## src/rtl/muldiv_pkg.sv

```systemverilog
// Shared constants, state encoding and operand-signedness helpers for the
// iterative RV32M multiply/divide unit.
package muldiv_pkg;

  localparam int unsigned XLEN        = 32;
  localparam int unsigned DXLEN       = 2 * XLEN;
  localparam int unsigned MULDIV_ITER = 32;
  localparam int unsigned CNT_W       = $clog2(MULDIV_ITER);

  localparam logic [6:0] OPCODE_ARITH  = 7'b0110011;
  localparam logic [6:0] FUNCT7_MULDIV = 7'b0000001;

  localparam logic [2:0] FUNCT3_MUL    = 3'b000;
  localparam logic [2:0] FUNCT3_MULH   = 3'b001;
  localparam logic [2:0] FUNCT3_MULHSU = 3'b010;
  localparam logic [2:0] FUNCT3_MULHU  = 3'b011;
  localparam logic [2:0] FUNCT3_DIV    = 3'b100;
  localparam logic [2:0] FUNCT3_DIVU   = 3'b101;
  localparam logic [2:0] FUNCT3_REM    = 3'b110;
  localparam logic [2:0] FUNCT3_REMU   = 3'b111;

  typedef enum logic [1:0] {
    ST_IDLE = 2'd0,
    ST_CALC = 2'd1,
    ST_DONE = 2'd2
  } muldiv_state_e;

  function automatic logic signed_a(input logic [2:0] f3);
    return (f3 == FUNCT3_MULH) || (f3 == FUNCT3_MULHSU) ||
           (f3 == FUNCT3_DIV)  || (f3 == FUNCT3_REM);
  endfunction

  function automatic logic signed_b(input logic [2:0] f3);
    return (f3 == FUNCT3_MULH) || (f3 == FUNCT3_DIV) || (f3 == FUNCT3_REM);
  endfunction

endpackage

```

## src/rtl/muldiv_if.sv

```systemverilog
// Request/response bundle between the issuing control unit and muldiv_unit.
interface muldiv_if;
  import muldiv_pkg::*;

  logic            start;
  logic [2:0]      funct3;
  logic [XLEN-1:0] op_a;
  logic [XLEN-1:0] op_b;
  logic [4:0]      rd_in;
  logic            flush;
  logic            busy;
  logic            done;
  logic [XLEN-1:0] result;
  logic [4:0]      rd_out;

  modport master (
    output start, funct3, op_a, op_b, rd_in, flush,
    input  busy, done, result, rd_out
  );

  modport slave (
    input  start, funct3, op_a, op_b, rd_in, flush,
    output busy, done, result, rd_out
  );
endinterface

```

## src/rtl/muldiv_signfix.sv

```systemverilog
// Operand magnitude extraction on the way in and sign correction / result
// selection on the way out of the unsigned iterative core.
module muldiv_signfix
  import muldiv_pkg::*;
(
  input  logic [2:0]       funct3,
  input  logic [XLEN-1:0]  op_a,
  input  logic [XLEN-1:0]  op_b,
  output logic             sign_a_c,
  output logic             sign_b_c,
  output logic [XLEN-1:0]  abs_a_c,
  output logic [XLEN-1:0]  abs_b_c,
  input  logic [2:0]       funct3_q,
  input  logic             sign_a_q,
  input  logic             sign_b_q,
  input  logic [DXLEN-1:0] work,
  output logic [XLEN-1:0]  result_c
);

  // Magnitudes of the incoming operands.
  always_comb begin
    sign_a_c = signed_a(funct3) & op_a[XLEN-1];
    sign_b_c = signed_b(funct3) & op_b[XLEN-1];
    abs_a_c  = sign_a_c ? (~op_a + XLEN'(1)) : op_a;
    abs_b_c  = sign_b_c ? (~op_b + XLEN'(1)) : op_b;
  end

  // Sign-correct the finished working register and pick the requested half.
  always_comb begin
    logic [DXLEN-1:0] prod;
    logic [XLEN-1:0]  quo;
    logic [XLEN-1:0]  rem;
    prod = (sign_a_q ^ sign_b_q) ? (~work + DXLEN'(1)) : work;
    quo  = work[XLEN-1:0];
    rem  = work[DXLEN-1:XLEN];
    if (sign_a_q ^ sign_b_q) quo = ~quo + XLEN'(1);
    if (sign_a_q)            rem = ~rem + XLEN'(1);
    unique case (funct3_q)
      FUNCT3_MUL:                             result_c = prod[XLEN-1:0];
      FUNCT3_MULH, FUNCT3_MULHSU, FUNCT3_MULHU: result_c = prod[DXLEN-1:XLEN];
      FUNCT3_DIV, FUNCT3_DIVU:                result_c = quo;
      default:                                result_c = rem;
    endcase
  end

endmodule

```

## src/rtl/muldiv_unit.sv

```systemverilog
// Iterative RV32M execution unit: radix-2 shift-add multiply and restoring
// divide sharing one 64-bit working register, one bit per clock.
module muldiv_unit
  import muldiv_pkg::*;
(
  input  logic     clk,
  input  logic     reset,
  muldiv_if.slave  bus
);

  muldiv_state_e    state_q, state_next;
  logic [CNT_W-1:0] cnt_q;
  logic             primed_q, special_q;
  logic [XLEN-1:0]  spec_res_q;
  logic [2:0]       funct3_q;
  logic             sign_a_q, sign_b_q;
  logic [XLEN-1:0]  abs_a_q, abs_b_q;
  logic [DXLEN-1:0] work_q;
  logic [4:0]       rd_q;
  logic             busy_q, done_q;
  logic [XLEN-1:0]  result_q;
  logic [4:0]       rd_out_q;

  logic             accept, prime, step, finish;
  logic             sign_a_c, sign_b_c, special_c;
  logic [XLEN-1:0]  abs_a_c, abs_b_c, spec_res_c, result_c;
  logic [DXLEN-1:0] step_c;

  muldiv_signfix u_signfix (
    .funct3   (bus.funct3),
    .op_a     (bus.op_a),
    .op_b     (bus.op_b),
    .sign_a_c (sign_a_c),
    .sign_b_c (sign_b_c),
    .abs_a_c  (abs_a_c),
    .abs_b_c  (abs_b_c),
    .funct3_q (funct3_q),
    .sign_a_q (sign_a_q),
    .sign_b_q (sign_b_q),
    .work     (step_c),
    .result_c (result_c)
  );

  // Divide-by-zero and signed-overflow results are known at accept time.
  always_comb begin
    logic div_zero, ovf;
    div_zero   = bus.funct3[2] && (bus.op_b == '0);
    ovf        = ((bus.funct3 == FUNCT3_DIV) || (bus.funct3 == FUNCT3_REM)) &&
                 (bus.op_a == XLEN'(32'h8000_0000)) && (bus.op_b == '1);
    special_c  = div_zero || ovf;
    spec_res_c = '0;
    if (div_zero)  spec_res_c = bus.funct3[1] ? bus.op_a : '1;
    else if (ovf)  spec_res_c = bus.funct3[1] ? '0 : XLEN'(32'h8000_0000);
  end

  // One shift-add or restoring-subtract step on the working register.
  always_comb begin
    logic [XLEN:0]   sum, rem33;
    logic [XLEN-1:0] diff;
    logic            ge;
    sum    = {1'b0, work_q[DXLEN-1:XLEN]} + (work_q[0] ? {1'b0, abs_b_q} : '0);
    rem33  = work_q[DXLEN-1:XLEN-1];
    ge     = rem33 >= {1'b0, abs_b_q};
    diff   = rem33[XLEN-1:0] - abs_b_q;
    if (funct3_q[2])
      step_c = ge ? {diff, work_q[XLEN-2:0], 1'b1}
                  : {rem33[XLEN-1:0], work_q[XLEN-2:0], 1'b0};
    else
      step_c = {sum, work_q[XLEN-1:1]};
  end

  // First CALC cycle primes the working register or retires a special case.
  always_comb begin
    state_next = state_q;
    accept     = 1'b0;
    prime      = 1'b0;
    step       = 1'b0;
    finish     = 1'b0;
    unique case (state_q)
      ST_IDLE: begin
        if (bus.start && !bus.flush) begin
          accept     = 1'b1;
          state_next = ST_CALC;
        end
      end
      ST_CALC: begin
        if (bus.flush) begin
          state_next = ST_IDLE;
        end else if (!primed_q) begin
          if (special_q) begin
            finish     = 1'b1;
            state_next = ST_DONE;
          end else begin
            prime = 1'b1;
          end
        end else begin
          step = 1'b1;
          if (cnt_q == CNT_W'(MULDIV_ITER - 1)) begin
            finish     = 1'b1;
            state_next = ST_DONE;
          end
        end
      end
      ST_DONE: state_next = ST_IDLE;
      default: state_next = ST_IDLE;
    endcase
  end

  always_ff @(posedge clk or negedge reset) begin
    if (!reset) begin
      state_q    <= ST_IDLE;
      cnt_q      <= '0;
      primed_q   <= 1'b0;
      special_q  <= 1'b0;
      spec_res_q <= '0;
      funct3_q   <= '0;
      sign_a_q   <= 1'b0;
      sign_b_q   <= 1'b0;
      abs_a_q    <= '0;
      abs_b_q    <= '0;
      work_q     <= '0;
      rd_q       <= '0;
      busy_q     <= 1'b0;
      done_q     <= 1'b0;
      result_q   <= '0;
      rd_out_q   <= '0;
    end else begin
      state_q <= state_next;
      busy_q  <= (state_next != ST_IDLE);
      done_q  <= (state_next == ST_DONE);
      if (accept) begin
        funct3_q   <= bus.funct3;
        rd_q       <= bus.rd_in;
        sign_a_q   <= sign_a_c;
        sign_b_q   <= sign_b_c;
        abs_a_q    <= abs_a_c;
        abs_b_q    <= abs_b_c;
        special_q  <= special_c;
        spec_res_q <= spec_res_c;
        primed_q   <= 1'b0;
        cnt_q      <= '0;
      end
      if (prime) begin
        work_q   <= {XLEN'(0), abs_a_q};
        primed_q <= 1'b1;
      end
      if (step) begin
        work_q <= step_c;
        cnt_q  <= cnt_q + CNT_W'(1);
      end
      if (finish) begin
        result_q <= special_q ? spec_res_q : result_c;
        rd_out_q <= rd_q;
      end
    end
  end

  assign bus.busy   = busy_q;
  assign bus.done   = done_q;
  assign bus.result = result_q;
  assign bus.rd_out = rd_out_q;

endmodule

```

## src/flat_wrapper.sv

```systemverilog
// flat-port wrapper written by rule: the top's interface ports become plain ports
module muldiv_unit_flat import muldiv_pkg::*;
  (clk, reset, bus_start, bus_funct3, bus_op_a, bus_op_b, bus_rd_in, bus_flush, bus_busy, bus_done, bus_result, bus_rd_out);
  muldiv_if bus_i ();
  input  logic clk;
  input  logic reset;
  input wire logic [$bits(bus_i.start)-1:0] bus_start;
  input wire logic [$bits(bus_i.funct3)-1:0] bus_funct3;
  input wire logic [$bits(bus_i.op_a)-1:0] bus_op_a;
  input wire logic [$bits(bus_i.op_b)-1:0] bus_op_b;
  input wire logic [$bits(bus_i.rd_in)-1:0] bus_rd_in;
  input wire logic [$bits(bus_i.flush)-1:0] bus_flush;
  output wire logic [$bits(bus_i.busy)-1:0] bus_busy;
  output wire logic [$bits(bus_i.done)-1:0] bus_done;
  output wire logic [$bits(bus_i.result)-1:0] bus_result;
  output wire logic [$bits(bus_i.rd_out)-1:0] bus_rd_out;
  assign bus_i.start = bus_start;
  assign bus_i.funct3 = bus_funct3;
  assign bus_i.op_a = bus_op_a;
  assign bus_i.op_b = bus_op_b;
  assign bus_i.rd_in = bus_rd_in;
  assign bus_i.flush = bus_flush;
  assign bus_busy = bus_i.busy;
  assign bus_done = bus_i.done;
  assign bus_result = bus_i.result;
  assign bus_rd_out = bus_i.rd_out;
  muldiv_unit u_core (.clk(clk), .reset(reset), .bus(bus_i));
endmodule
```

## config.mk

```make
export PLATFORM = sky130hd
export DESIGN_NAME = muldiv_unit_flat
export DESIGN_NICKNAME = d
export VERILOG_FILES = /design/src/rtl/muldiv_pkg.sv /design/src/rtl/muldiv_if.sv /design/src/rtl/muldiv_signfix.sv /design/src/rtl/muldiv_unit.sv /design/src/flat_wrapper.sv
export SDC_FILE = /design/constraint.sdc
export NUM_CORES = 1
export LEC_CHECK = 0
export CAP_MARGIN = 20
export CORE_ASPECT_RATIO = 0.8
export CORE_MARGIN = 3
export CORE_UTILIZATION = 55
export CTS_CLUSTER_DIAMETER = 30
export DETAILED_ROUTE_END_ITERATION = 8
export PLACE_DENSITY = 0.85
export SLEW_MARGIN = 15
export SYNTH_ARGS = -nofsm -noshare
export SYNTH_HDL_FRONTEND = slang
export SYNTH_SLANG_ARGS = --single-unit
```

## constraint.sdc

```tcl
create_clock -name clk -period 6.9 [get_ports clk]
set_clock_uncertainty 0.2 [all_clocks]
set_input_delay 2.07 -clock clk [delete_from_list [all_inputs] [get_ports clk]]
set_output_delay 2.07 -clock clk [all_outputs]
set_load 0.05 [all_outputs]
```

==> flow_summary.yaml <==
status:
  outcome: "finished clean"
clock_tree:
  cts_buffers: 46
  postCtsSetupBuffers: 0
  hold_buffers: 0
  cts_resized: 0
  cts-root-buf: "clkbuf_16"
  clk_path_buf_depth: 3
  cts_sinks: 218
  htreeDepth: 2
  cts_tree: "done"
  clkTransAtPathRegs_ns: 0.05
  clock_latency_ns: 0.57
pwr:
  vdd.ir_drop.worst_uv: 286.8
  leakage_nw: 9.479
  p_per_area_nw_per_um2: 478.2
sta:
  hold_ws_ns: 0.2700
  timing_hold_violations_final: 0
  worst_pin_slew_ns: 1.210
  fin_crit_sh_pct: 91.28
  max_slew_margin_pct: 19.33
  rsz0062_at_grt: "no"
  layout_setup_ws_ns: 0.6014
  setup-violations-final: 0
  max_freq_ghz: 0.1588
  setup_tns_ns: 0
  slew_violations: 0
  min_period_ns: 6.299
finish:
  syn2layout_area_growth_pct: 16.20
  fin_nets: 2654
  drive_gt1_share_pct: 8.573
  final_cell_mix: "nand2_1 (411), o21ai_0 (228), dfrtp_1 (217)"
  fin_area_sq_um: 22140
  final_common_cell: "nand2_1"
placed_design:
  hpwl_um: 59300
  dpl_cell_area_sq_um: 20510
  pre_cts_ws_ns: 0.9392
  numPortBuffers: 114
  routabilityCongestion: 1.053
drt:
  drcViolationCount: 0
  vias_per_cell: 6.782
  firstDrtPassIters: 7
  wire_per_inst_um: 26.16
  drtIter0Drc: 3048
  wl_um: 78720
  final_antenna_net_count: 0
  vias: 20410
floorplanning:
  die-area_sq_um: 36930
  design.core.area_sq_um: 33860
  rows: 60
  io_pins: 115
  die_h_um: 172.5
  initial_core_util_pct: 56.28
  dieWidth_um: 214.1
yosys:
  avgSynthCellArea_sq_um: 7.781
  synth_cells: 2449
  synth_adder_area_share_pct: 4.872
  syn-num-nets: 2598
  synth_seq_cells: 218
  synth_compound_area_share_pct: 27.30
  synth_top_family_by_area: "compound AO/OA/AOI/OAI gates"
  ys_seq_area_share_pct: 28.63
  synth_edf_count: 0
  netlist_area_sq_um: 19060
  ys_warn_count: 0
  synth_xor_xnor_area_share_pct: 7.170
  synth_simple_gate_area_share_pct: 23.72
  synthTopCellsByArea: "dfrtp_1 (29%), nand2_1 (8.1%), o21ai_0 (6.0%)"
  synthArstFlopShare_pct: 100.0
  synth_area_leader_cell: "dfrtp_1"
  synth.area.mux_share_pct: 3.198
  yosysTopAreaCellShare_pct: 28.63
  synth_ff_type: "dfrtp_1"
  synth_cell_types: 113
critical_path:
  startpoint_type: "flop"
  cp_max_fo: 15
  crit_chain: "ha_1, a21oi_1, o21ai_0, a221o_1, nand2_1, a41o_1, ha_1, o21ai_0, or4_1, nor2_1, nand2_1, buf_4, nor2_1, nand4b_1, nand2_1, o211ai_1, a32oi_1, nor3_1, o32a_1"
  cpMaxStageDelayCell: "or4_1"
  critPathMostFrequentCell: "nand2_1"
  critPathTopFamily: "compound AO/OA/AOI/OAI gates"
  path_buf_inv: 1
  required_ns: 7.13
  end_kind: "flop"
  critical_path_class: "flop to flop"
  worstPathArrival_ns: 6.53
  max_stage_delay_ns: 0.51
flow_run:
  drv_cap: 0
global_routing:
  grt_max_degree: 121
  groute.usage.overall_pct: 41.37
  grt-ovfl-total: 0
  antenna_found_initial: 2
  grt_pass1_vias: 18720
  grt_pass1_wl_um: 117000
min_path:
  hp-class: "flop to flop"
==> worst min-delay path, delay by kind of cell, from the launching register on <==
family / cells / cell delay (ns)
DFF: 1 / 0.34
and+or+nand+nor: 2 / 0.10
==> cells by family (layout without fill, tap and decap cells) <==
family,count (synthesis),after routing
AO/OA/AOI/OAI,789,789
adder cells (fa/ha/maj),73,73
other,0,1
AND/OR/NAND/NOR,930,930
multiplexers,59,59
flip-flops,218,218
XOR/XNOR,156,156
buffers and inverters,224,318
==> stage by stage <==
| step | total power [W] | instances | utilization, % |
|---|---|---|---|
| final | 0.01059 | 3009 | 65.40 |
| after floorplan | 0.005965 | 2449 | - |
| after global routing | 0.01109 | 3009 | 65.40 |
| after CTS | 0.01029 | 3008 | 65.38 |
| after detailed placement | 0.007932 | 2922 | 60.58 |
| after global placement | 0.007892 | 2921 | 60.50 |
==> cell type report <==
| type | count | area (sq um) |
|---|---|---|
| antenna | 1 | 2.502 |
| clock buffer | 53 | 1229 |
| clock inverter | 33 | 394.1 |
| fill | 2806 | 11720 |
| inverter | 74 | 277.8 |
| multi-input combinational | 2007 | 12660 |
| sequential | 218 | 5459 |
| tap | 465 | 581.8 |
| timing repair buffer | 158 | 1534 |
==> power breakdown <==
| part | internal, W | switching [W] | total, W |
|---|---|---|---|
| Combinational | 0.00211 | 0.00421 | 0.00632 |
| Clock | 0.00149 | 0.000816 | 0.00231 |
| Sequential | 0.00154 | 0.000422 | 0.00196 |
==> registers in the layout, indices dropped and copies added (netlist names), 5 cells and up <==
name               count
u_core.work_q         64
u_core.abs_a_q        32
u_core.abs_b_q        32
u_core.bus.result     32
u_core.spec_res_q     32
u_core.bus.rd_out      5
u_core.cnt_q           5
u_core.rd_q            5
==> final timing paths <==
check / startpoint / to / slack [ns] / depth (start not counted)
setup / recovery: u_core.work_q[51] / u_core.bus.result[12] / 0.60 / 19
hold / removal: u_core.rd_q[0] / u_core.bus.rd_out[0] / 0.27 / 2
setup reg to reg: u_core.work_q[51] / u_core.bus.result[12] / 0.60 / 19
hold reg to reg: u_core.rd_q[0] / u_core.bus.rd_out[0] / 0.27 / 2
max in group asynchronous: reset / u_core.spec_res_q[4] / 4.10 / 2
min in group asynchronous: reset / u_core.abs_b_q[3] / 1.37 / 1
==> per-layer routing <==
layer | part of all wire, % | vias to the layer above | track usage [%]
li1 | - | 9034 | -
met3 | 16 | 189 | 17.76
met1 | 42 | 9784 | 58.54
met4 | 3.6 | 2 | 13.79
met2 | 39 | 1398 | 56.30
met5 | 0.018 | - | 0.3846
==> cell usage after synthesis, drive strengths merged (44+ instances only) <==
master  count
nor3       62
nand2     412
inv        74
o31ai      47
nor2      142
o21ai     235
dfrtp     218
clkbuf    112
a21oi     178
xor2       68
mux2i      44
xnor2      88
ha         71
and2       55
No activity file was read; power rests on OpenSTA's default activity.
